$ cat config.mk
export PLATFORM = sky130hd
export DESIGN_NAME = fir_tap_sequencer
export DESIGN_NICKNAME = d
export VERILOG_FILES = /design/src/rtl/fir_pkg.sv /design/src/rtl/fir_tap_sequencer_sample_ring_buffer.sv /design/src/rtl/fir_tap_sequencer.sv
export SDC_FILE = /design/constraint.sdc
export NUM_CORES = 1
export LEC_CHECK = 0
export ABC_AREA = 1
export BUFFER_PORTS_ARGS = -buffer_cell sky130_fd_sc_hd__buf_2
export CAP_MARGIN = 20
export CORE_ASPECT_RATIO = 1.1
export CORE_UTILIZATION = 45
export CTS_BUF_LIST = sky130_fd_sc_hd__clkbuf_8
export DETAILED_ROUTE_END_ITERATION = 16
export HOLD_SLACK_MARGIN = 0.1
export SETUP_SLACK_MARGIN = 0.4
export SKIP_CTS_REPAIR_TIMING = 1
export SYNTH_ARGS = -nofsm -noshare
export SYNTH_HDL_FRONTEND = slang
export SYNTH_HIERARCHICAL = 1
export SYNTH_SLANG_ARGS = --single-unit
$ cat constraint.sdc
create_clock -name clk_in -period 5.2 [get_ports clk_in]
set_input_delay 0.52 -clock clk_in [delete_from_list [all_inputs] [get_ports clk_in]]
set_output_delay 0.52 -clock clk_in [all_outputs]
set_load 0.05 [all_outputs]
$ cat src/rtl/fir_pkg.sv
// ---------------------------------------------------------------------------
// fir_pkg
// Shared definitions for the FIR filter stage and its feeders.
//   FIR_TAPS        : number of filter taps (history depth of the sequencer)
//   AUDIO_WIDTH     : default audio sample width in bits
//   fir_seq_state_t : state encoding of the tap sequencer FSM
// ---------------------------------------------------------------------------
package fir_pkg;

    localparam int FIR_TAPS    = 32;
    localparam int AUDIO_WIDTH = 8;

    typedef enum logic {
        IDLE   = 1'b0,
        STREAM = 1'b1
    } fir_seq_state_t;

endpackage

$ cat src/rtl/fir_tap_sequencer_sample_ring_buffer.sv
// ---------------------------------------------------------------------------
// sample_ring_buffer
// TAPS x WIDTH sample history with one write port and one registered read
// port. The storage array has no reset, so it can map onto LUTRAM/BRAM; only
// the read register is reset.
// Ports:
//   clk_in    : clock
//   rst_n_in  : asynchronous active-low reset (read register only)
//   wr_en     : write wr_data to wr_addr on this edge
//   wr_addr   : write address
//   wr_data   : write data
//   rd_en     : load mem[rd_addr] into rd_data; when low rd_data loads zero
//   rd_addr   : read address
//   rd_data   : registered read data
// ---------------------------------------------------------------------------
module sample_ring_buffer #(
    parameter int WIDTH = 8,
    parameter int TAPS  = 32,
    parameter int IDX_W = $clog2(TAPS)
) (
    input  logic             clk_in,
    input  logic             rst_n_in,
    input  logic             wr_en,
    input  logic [IDX_W-1:0] wr_addr,
    input  logic [WIDTH-1:0] wr_data,
    input  logic             rd_en,
    input  logic [IDX_W-1:0] rd_addr,
    output logic [WIDTH-1:0] rd_data
);

    logic [WIDTH-1:0] mem [TAPS];

    always_ff @(posedge clk_in) begin
        if (wr_en) begin
            mem[wr_addr] <= wr_data;
        end
    end

    // Loading zero when rd_en is low gives both the zero-fill for words
    // beyond the valid history and the idle value of the output.
    always_ff @(posedge clk_in or negedge rst_n_in) begin
        if (!rst_n_in) begin
            rd_data <= '0;
        end else if (rd_en) begin
            rd_data <= mem[rd_addr];
        end else begin
            rd_data <= '0;
        end
    end

endmodule

$ cat src/rtl/fir_tap_sequencer.sv
// ---------------------------------------------------------------------------
// fir_tap_sequencer
// Upstream feeder for the FIR filter. Keeps the last TAPS samples in a ring
// buffer and, for every accepted sample, streams the history newest-first,
// one word per clock: word k is x[n-k].
// Ports:
//   clk_in           : system clock
//   rst_n_in         : asynchronous active-low reset
//   sample_in        : new audio sample
//   sample_valid_in  : sample_in valid this cycle
//   sample_ready_out : a sample can be accepted (IDLE)
//   tap_sample_out   : history word x[n-k] (registered)
//   tap_valid_out    : tap_sample_out valid
//   tap_index_out    : k of the current word, 0 = newest
//   tap_last_out     : high with k = TAPS-1
//   overrun_out      : one-cycle pulse, a sample offered while busy was dropped
// ---------------------------------------------------------------------------
module fir_tap_sequencer
    import fir_pkg::*;
#(
    parameter int WIDTH = AUDIO_WIDTH,
    parameter int TAPS  = FIR_TAPS,
    parameter int IDX_W = $clog2(TAPS)
) (
    input  logic             clk_in,
    input  logic             rst_n_in,
    input  logic [WIDTH-1:0] sample_in,
    input  logic             sample_valid_in,
    output logic             sample_ready_out,
    output logic [WIDTH-1:0] tap_sample_out,
    output logic             tap_valid_out,
    output logic [IDX_W-1:0] tap_index_out,
    output logic             tap_last_out,
    output logic             overrun_out
);

    localparam logic [IDX_W:0]   FILL_MAX = (IDX_W+1)'(TAPS);
    localparam logic [IDX_W-1:0] LAST_K   = IDX_W'(TAPS - 1);

    fir_seq_state_t   state;
    logic [IDX_W-1:0] wr_ptr;
    logic [IDX_W-1:0] base;
    logic [IDX_W-1:0] k;
    // One bit wider than the pointers so it can hold the saturated value TAPS.
    logic [IDX_W:0]   fill_cnt;

    logic             wr_en;
    logic             rd_en;
    logic [IDX_W-1:0] rd_addr;

    assign sample_ready_out = (state == IDLE);
    assign wr_en            = (state == IDLE) && sample_valid_in;

    // The read register in the ring buffer is the output register for
    // tap_sample_out, so the address for word k is presented during the cycle
    // k is current and the data lands on the same edge that registers
    // tap_index_out <= k. Pointer arithmetic wraps naturally modulo TAPS.
    assign rd_addr = base - k;
    assign rd_en   = (state == STREAM) && ({1'b0, k} < fill_cnt);

    sample_ring_buffer #(
        .WIDTH (WIDTH),
        .TAPS  (TAPS),
        .IDX_W (IDX_W)
    ) u_ring (
        .clk_in   (clk_in),
        .rst_n_in (rst_n_in),
        .wr_en    (wr_en),
        .wr_addr  (wr_ptr),
        .wr_data  (sample_in),
        .rd_en    (rd_en),
        .rd_addr  (rd_addr),
        .rd_data  (tap_sample_out)
    );

    always_ff @(posedge clk_in or negedge rst_n_in) begin
        if (!rst_n_in) begin
            state         <= IDLE;
            wr_ptr        <= '0;
            base          <= '0;
            k             <= '0;
            fill_cnt      <= '0;
            tap_valid_out <= 1'b0;
            tap_index_out <= '0;
            tap_last_out  <= 1'b0;
            overrun_out   <= 1'b0;
        end else begin
            overrun_out <= (state == STREAM) && sample_valid_in;

            case (state)
                IDLE: begin
                    tap_valid_out <= 1'b0;
                    tap_index_out <= '0;
                    tap_last_out  <= 1'b0;
                    if (sample_valid_in) begin
                        base     <= wr_ptr;
                        wr_ptr   <= wr_ptr + 1'b1;
                        fill_cnt <= (fill_cnt == FILL_MAX) ? fill_cnt : fill_cnt + 1'b1;
                        k        <= '0;
                        state    <= STREAM;
                    end
                end

                STREAM: begin
                    tap_valid_out <= 1'b1;
                    tap_index_out <= k;
                    tap_last_out  <= (k == LAST_K);
                    k             <= k + 1'b1;
                    // Returning to IDLE on the last word lets a new sample be
                    // accepted in the same cycle tap_last_out is visible.
                    if (k == LAST_K) begin
                        state <= IDLE;
                    end
                end
            endcase
        end
    end

endmodule

Word-level counts from Yosys, hierarchy flattened
Memory sizes are Yosys's and may differ from the RTL's.
Index checks and enable logic that the tools add are counted.
- register bits after elaboration: 38
- bits in writable memories: 256
- logic and storage cells: 37
- memories: 1
- $add $sub $neg: 4
- order comparisons: 1
- equality and inequality tests: 3
- muxes and demuxes: 11
- bitwise gates (word level): 2
- reduce and logical (&&, ||, !) cells: 5
- memories (memory ; words ; width ; read ports ; clocked after Yosys merged registers in ; wr ports ; RTL line ; RTL):
    u_ring.mem ; 32 ; 8 ; 1 ; 0 ; 1 ; fir_tap_sequencer_sample_ring_buffer.sv:31 ; logic [WIDTH-1:0] mem [TAPS];
- operator list (operator ; count):
    one-hot mux 5 bit (2 select lines) ; 2
    adder 5 x 1 -> 5 bit, second input constant ; 2
    2-to-1 mux 8 bit ; 1
    adder 6 x 1 -> 6 bit, second input constant ; 1
    == test 6 bit, second input constant ; 1
    less-than comparator 5 x 6 -> 1 bit ; 1
    one-hot mux 1 bit (2 select lines) ; 3
    == test 5 bit, second input constant ; 1
    2-to-1 mux 5 bit ; 1
    subtractor 5 bit ; 1
    2-to-1 mux 1 bit ; 4
    logical AND 1 bit ; 3
    AND reduction 3 bit ; 1
    inequality test 2 bit, second input constant ; 1
    inverter 1 bit ; 2
    AND reduction 2 bit ; 1

Logic depth before layout (Yosys ltp)
- depth in word-level cells: 4
- depth in mapped cells: 15
- mapped depth without buffers: 12

Cells and area by module
The synthesis kept the hierarchy.
- modules (own cells, without submodules) (module ; instances ; cells each ; area each (µm²) ; sequential area each (µm²)):
    sample_ring_buffer ; 1 ; 930 ; 10732.8 ; 7887.6
    fir_tap_sequencer ; 1 ; 188 ; 1597.8 ; 750.7

Worst setup path before layout
No wires, ideal clock.
- path kind: register to register
- start: register base[0]
- end: register u_ring.rd_data[1]
- library setup time: 0.071 ns
- arrival time: 2.019 ns
- path slack: 3.110 ns
- cell stages (with the launch flop): 14
- buffers on the path: 2
- path through: dfrtp_1 > inv_1 > ha_1 > inv_1 > fa_1 > xor2_1 > buf_2 > buf_1 > nand3_1 > nand2_1 > nand2_1 > nand3_1 > nand2_1 > nor2_1
- cells in the longest elaborated chain, start to end: 3
- ends and longest elaborated chain (element ; RTL line ; RTL):
    from (decl) ; fir_tap_sequencer.sv:42 ; logic [IDX_W-1:0] base;
    from (signal assigned) ; fir_tap_sequencer.sv:96 ; base <= wr_ptr;
    subtractor 5 bit ; fir_tap_sequencer.sv:58 ; assign rd_addr = base - k;
    via rd_addr[2] ; fir_tap_sequencer.sv:49 ; logic [IDX_W-1:0] rd_addr;
    memory read (32 x 8 bit) ; -- ;
    2-to-1 mux 8 bit ; fir_tap_sequencer_sample_ring_buffer.sv:44 ; end else if (rd_en) begin
    to (signal assigned) ; fir_tap_sequencer_sample_ring_buffer.sv:45 ; rd_data <= mem[rd_addr];
    to (decl) ; fir_tap_sequencer_sample_ring_buffer.sv:28 ; output logic [WIDTH-1:0] rd_data
The timed path passes the listed nets, and every way through them passes these cells.
A chain may end at the register's enable or synchronous reset.

Worst setup path in the final report
- start: register k[0]
- end: register u_ring.rd_data[2]
- cells in the longest elaborated chain, start to end: 3
- elaborated cells between the ends (all ways): 5
- classes of those cells: add/sub (1); order compare (1); mux (1); reduce/logical (1); memory (1)
- ends and longest elaborated chain (element ; RTL line ; RTL):
    from (decl) ; fir_tap_sequencer.sv:43 ; logic [IDX_W-1:0] k;
    from (signal assigned) ; fir_tap_sequencer.sv:108 ; k <= k + 1'b1;
    subtractor 5 bit ; fir_tap_sequencer.sv:58 ;
    via rd_addr[1] ; fir_tap_sequencer.sv:49 ;
    memory read (32 x 8 bit) ; -- ;
    2-to-1 mux 8 bit ; fir_tap_sequencer_sample_ring_buffer.sv:44 ;
The timed path passes the listed nets, and every way through them passes these cells.

==> results.md <==
* Status: completed
* Largest net degree at the start of global routing at between 80 and 90
* Detailed Route WL at approximately 28000 um
* Grt ovf at 0
* Final Skew at approximately 0.024 ns
* Starting Density at 0.4574
* CP cell instances: ha_1 > inv_1 > fa_2 > inv_2 > buf_4 > nand3_1 > nand3_1 > nand2_1 > nand2_1 > nand3_1 > nand2_1 > nor2_1
* Slew Limit Fails at 0
* CP peak stage delay at 0.61 ns
* Max FO, Critical Path at 40
* Total CTS buffers at between 40 and 50
* Antenna Cells at 0
* GRT Total Usage at 0.2069
* Area of the multi-input gates at about 0.0032 mm^2
* Initial antenna violation count at 0
* Reg clk slew, reported paths at approximately 0.070 ns
* Max Freq at ~320 MHz
* Most common cell after layout, fill and taps aside: nand2_1
* Area Growth Syn to Fin at 10.52%
* DRT antenna net count at 0
* Endpoints failing setup at 0
* Final HPWL DP at 16520 um
* Core area at approximately 0.027 mm^2
* Worst-margin pin slew at roughly 0.95 ns
* DR vias/cell at between 5 and 6
* Setup TNS at 0 ns
* CTS H-tree depth at 2
* Count of cell types in the netlist at 28
* CTS tree: done
* Most area-hungry cell type in the Yosys netlist: edfxtp_1
* Commonest cells after routing, fill and taps aside: nand2_1 (372), edfxtp_1 (256), nand3_1 (191)
* First-pass GRT wire length at ~44000 um
* RD Place Congestion at 0.7892
* Clock Latency Late Sink at between 0.5 and 0.6 ns
* Mean Syn Cell Area at ~11 um^2
* Seq/Total Area, Yosys at 0.7006
* EDFF count, synth at approximately 260
* Via count at around 8000
* Synth top area cells: edfxtp_1 (62%), nand2_1 (11%), nand3_1 (7.8%)
* Finished Core Util at 0.5055
* Top-area cell type share of the netlist area at 0.6234
* Fraction of registers with async set/reset at 0.1293
* Critical R2R Capture: u_ring/rd_data[2]
* Worst r2r src: k[0]
* Hold Path Class: input port to asynchronous set/reset pin
* Synthesized instance count at around 1100
* Routed wire length per instance at roughly 18 um
* Layout cells sized above 1 at 0.09129
* Final min period at 3.146 ns
* Clock sink total at 294
* Vias in the first global route at a little under 8000
* I/O pin count at 28
* Final period util at 0.6051
* CP top delay family: buffers and inverters
* DRT iter0 DRCs at 608
* Max-cap violations at 0
* Clock tree buffer depth at 3
* Critical path's slowest cell: inv_2
* Crit end category: flop
* WP buf/inv at 3
* Row count at 63
* Die area at around 0.028 mm^2
* R2r setup slk at just over 2 ns
* Seq. cell area at 0.008638 mm^2
* CP Class: flop to flop
* Critical path data arrival time at between 3 and 4 ns
* Rel. slew slack at 0.3623
* Cell Area, Synth at around 0.012 mm^2
* Die width at roughly 160 um
* Worst setup SP type: flop
* CTS Root Buffer Type: clkbuf_8
* Number of remaining DRC errors at 0
* Synthesized flop and latch total at just under 300
* Final hold violation count at 0
* RSZ-0062 raised after global routing: no
* Predominant post-synthesis flop cell: edfxtp_1
* Synthesized net count at roughly 1100
* Synth warn at 6
* Initial DRT Pass Iterations at 6
* Worst-case reg-to-reg path depth at 12
* Final net count at around 1200
* Port buffer count at 27
* Die height at 175.6 um
* CP Data Required Time at 5.63 ns
* Fillers at between 2000 and 2500
## area by class of cell
type                       count  area share
sequential                   294      0.6339
multi-input combinational    728      0.2367
clock buffer                  53     0.05353
tap                          357     0.03278
clock inverter                33     0.01726
timing repair buffer          35     0.01432
inverter                      40     0.01157
## cells in the mapped netlist (3+ instances only)
cell / instances
nand2_1: 372
edfxtp_1: 256
nand3_1: 191
nor2_1: 100
dfrtp_1: 38
inv_1: 35
buf_2: 22
o21ai_0: 17
o21ai_1: 15
clkbuf_1: 14
ha_1: 13
buf_4: 11
buf_6: 6
xor2_1: 4
a21oi_1: 3
buf_1: 3
inv_2: 3
nand4_1: 3
xnor2_1: 3
## flip-flops by register name (all words and copies together), names as in the netlist, 5 cells and up
signal,count
wr_ptr,5
fill_cnt,6
tap_index_out,5
u_ring/rd_data,8
base,5
k,5
u_ring/mem,256
## worst max path at each step
stage / from / end / slack, ns / cells after the start
final: k[0] / u_ring/rd_data[2] / 2.05 / 12
after global routing: k[0] / u_ring/rd_data[2] / 1.83 / 12
after CTS: k[0] / u_ring/rd_data[5] / 2.07 / 12
after detailed placement: k[0] / u_ring/rd_data[5] / 2.08 / 12
after global placement: k[0] / u_ring/rd_data[2] / 2.12 / 12
after floorplan: base[0] / u_ring/rd_data[1] / 3.11 / 13
## cells by family (layout without fill, tap and decap cells)
logic type	after synthesis	in the layout	share of synthesized area
AO/OA/AOI/OAI	36	36	0.01492
XOR/XNOR	7	7	0.004972
adder cells (fa/ha/maj)	14	14	0.01482
buffers and inverters	96	161	0.03866
flip-flops	294	294	0.7006
AND/OR/NAND/NOR	671	671	0.2261
## metal layers
metal	part of all wire	up-vias	routed length (um)	GRT usage
met5	0	-	0	0
met4	0.017	0	483	0.05675
met3	0.059	43	1642	0.03518
met2	0.49	224	13740	0.3488
met1	0.43	3889	12190	0.2775
li1	-	3864	-	-
## through the flow
| stage | instance area [um^2] | worst slack [ns] | hold WS [ns] | instances |
|---|---|---|---|---|
| after floorplan | 12330 | 3.110 | 0.2244 | 1118 |
| after global placement | 12660 | 2.116 | 0.4830 | 1454 |
| after detailed placement | 12660 | 2.077 | 0.4820 | 1454 |
| after CTS | 13630 | 2.070 | 0.1271 | 1540 |
| after global routing | 13630 | 1.829 | 0.1689 | 1540 |
| final | 13630 | 2.054 | 0.1209 | 1540 |
Power is not shown: default switching activity piles up to over one toggle a cycle in this logic, so the estimate is an artifact.
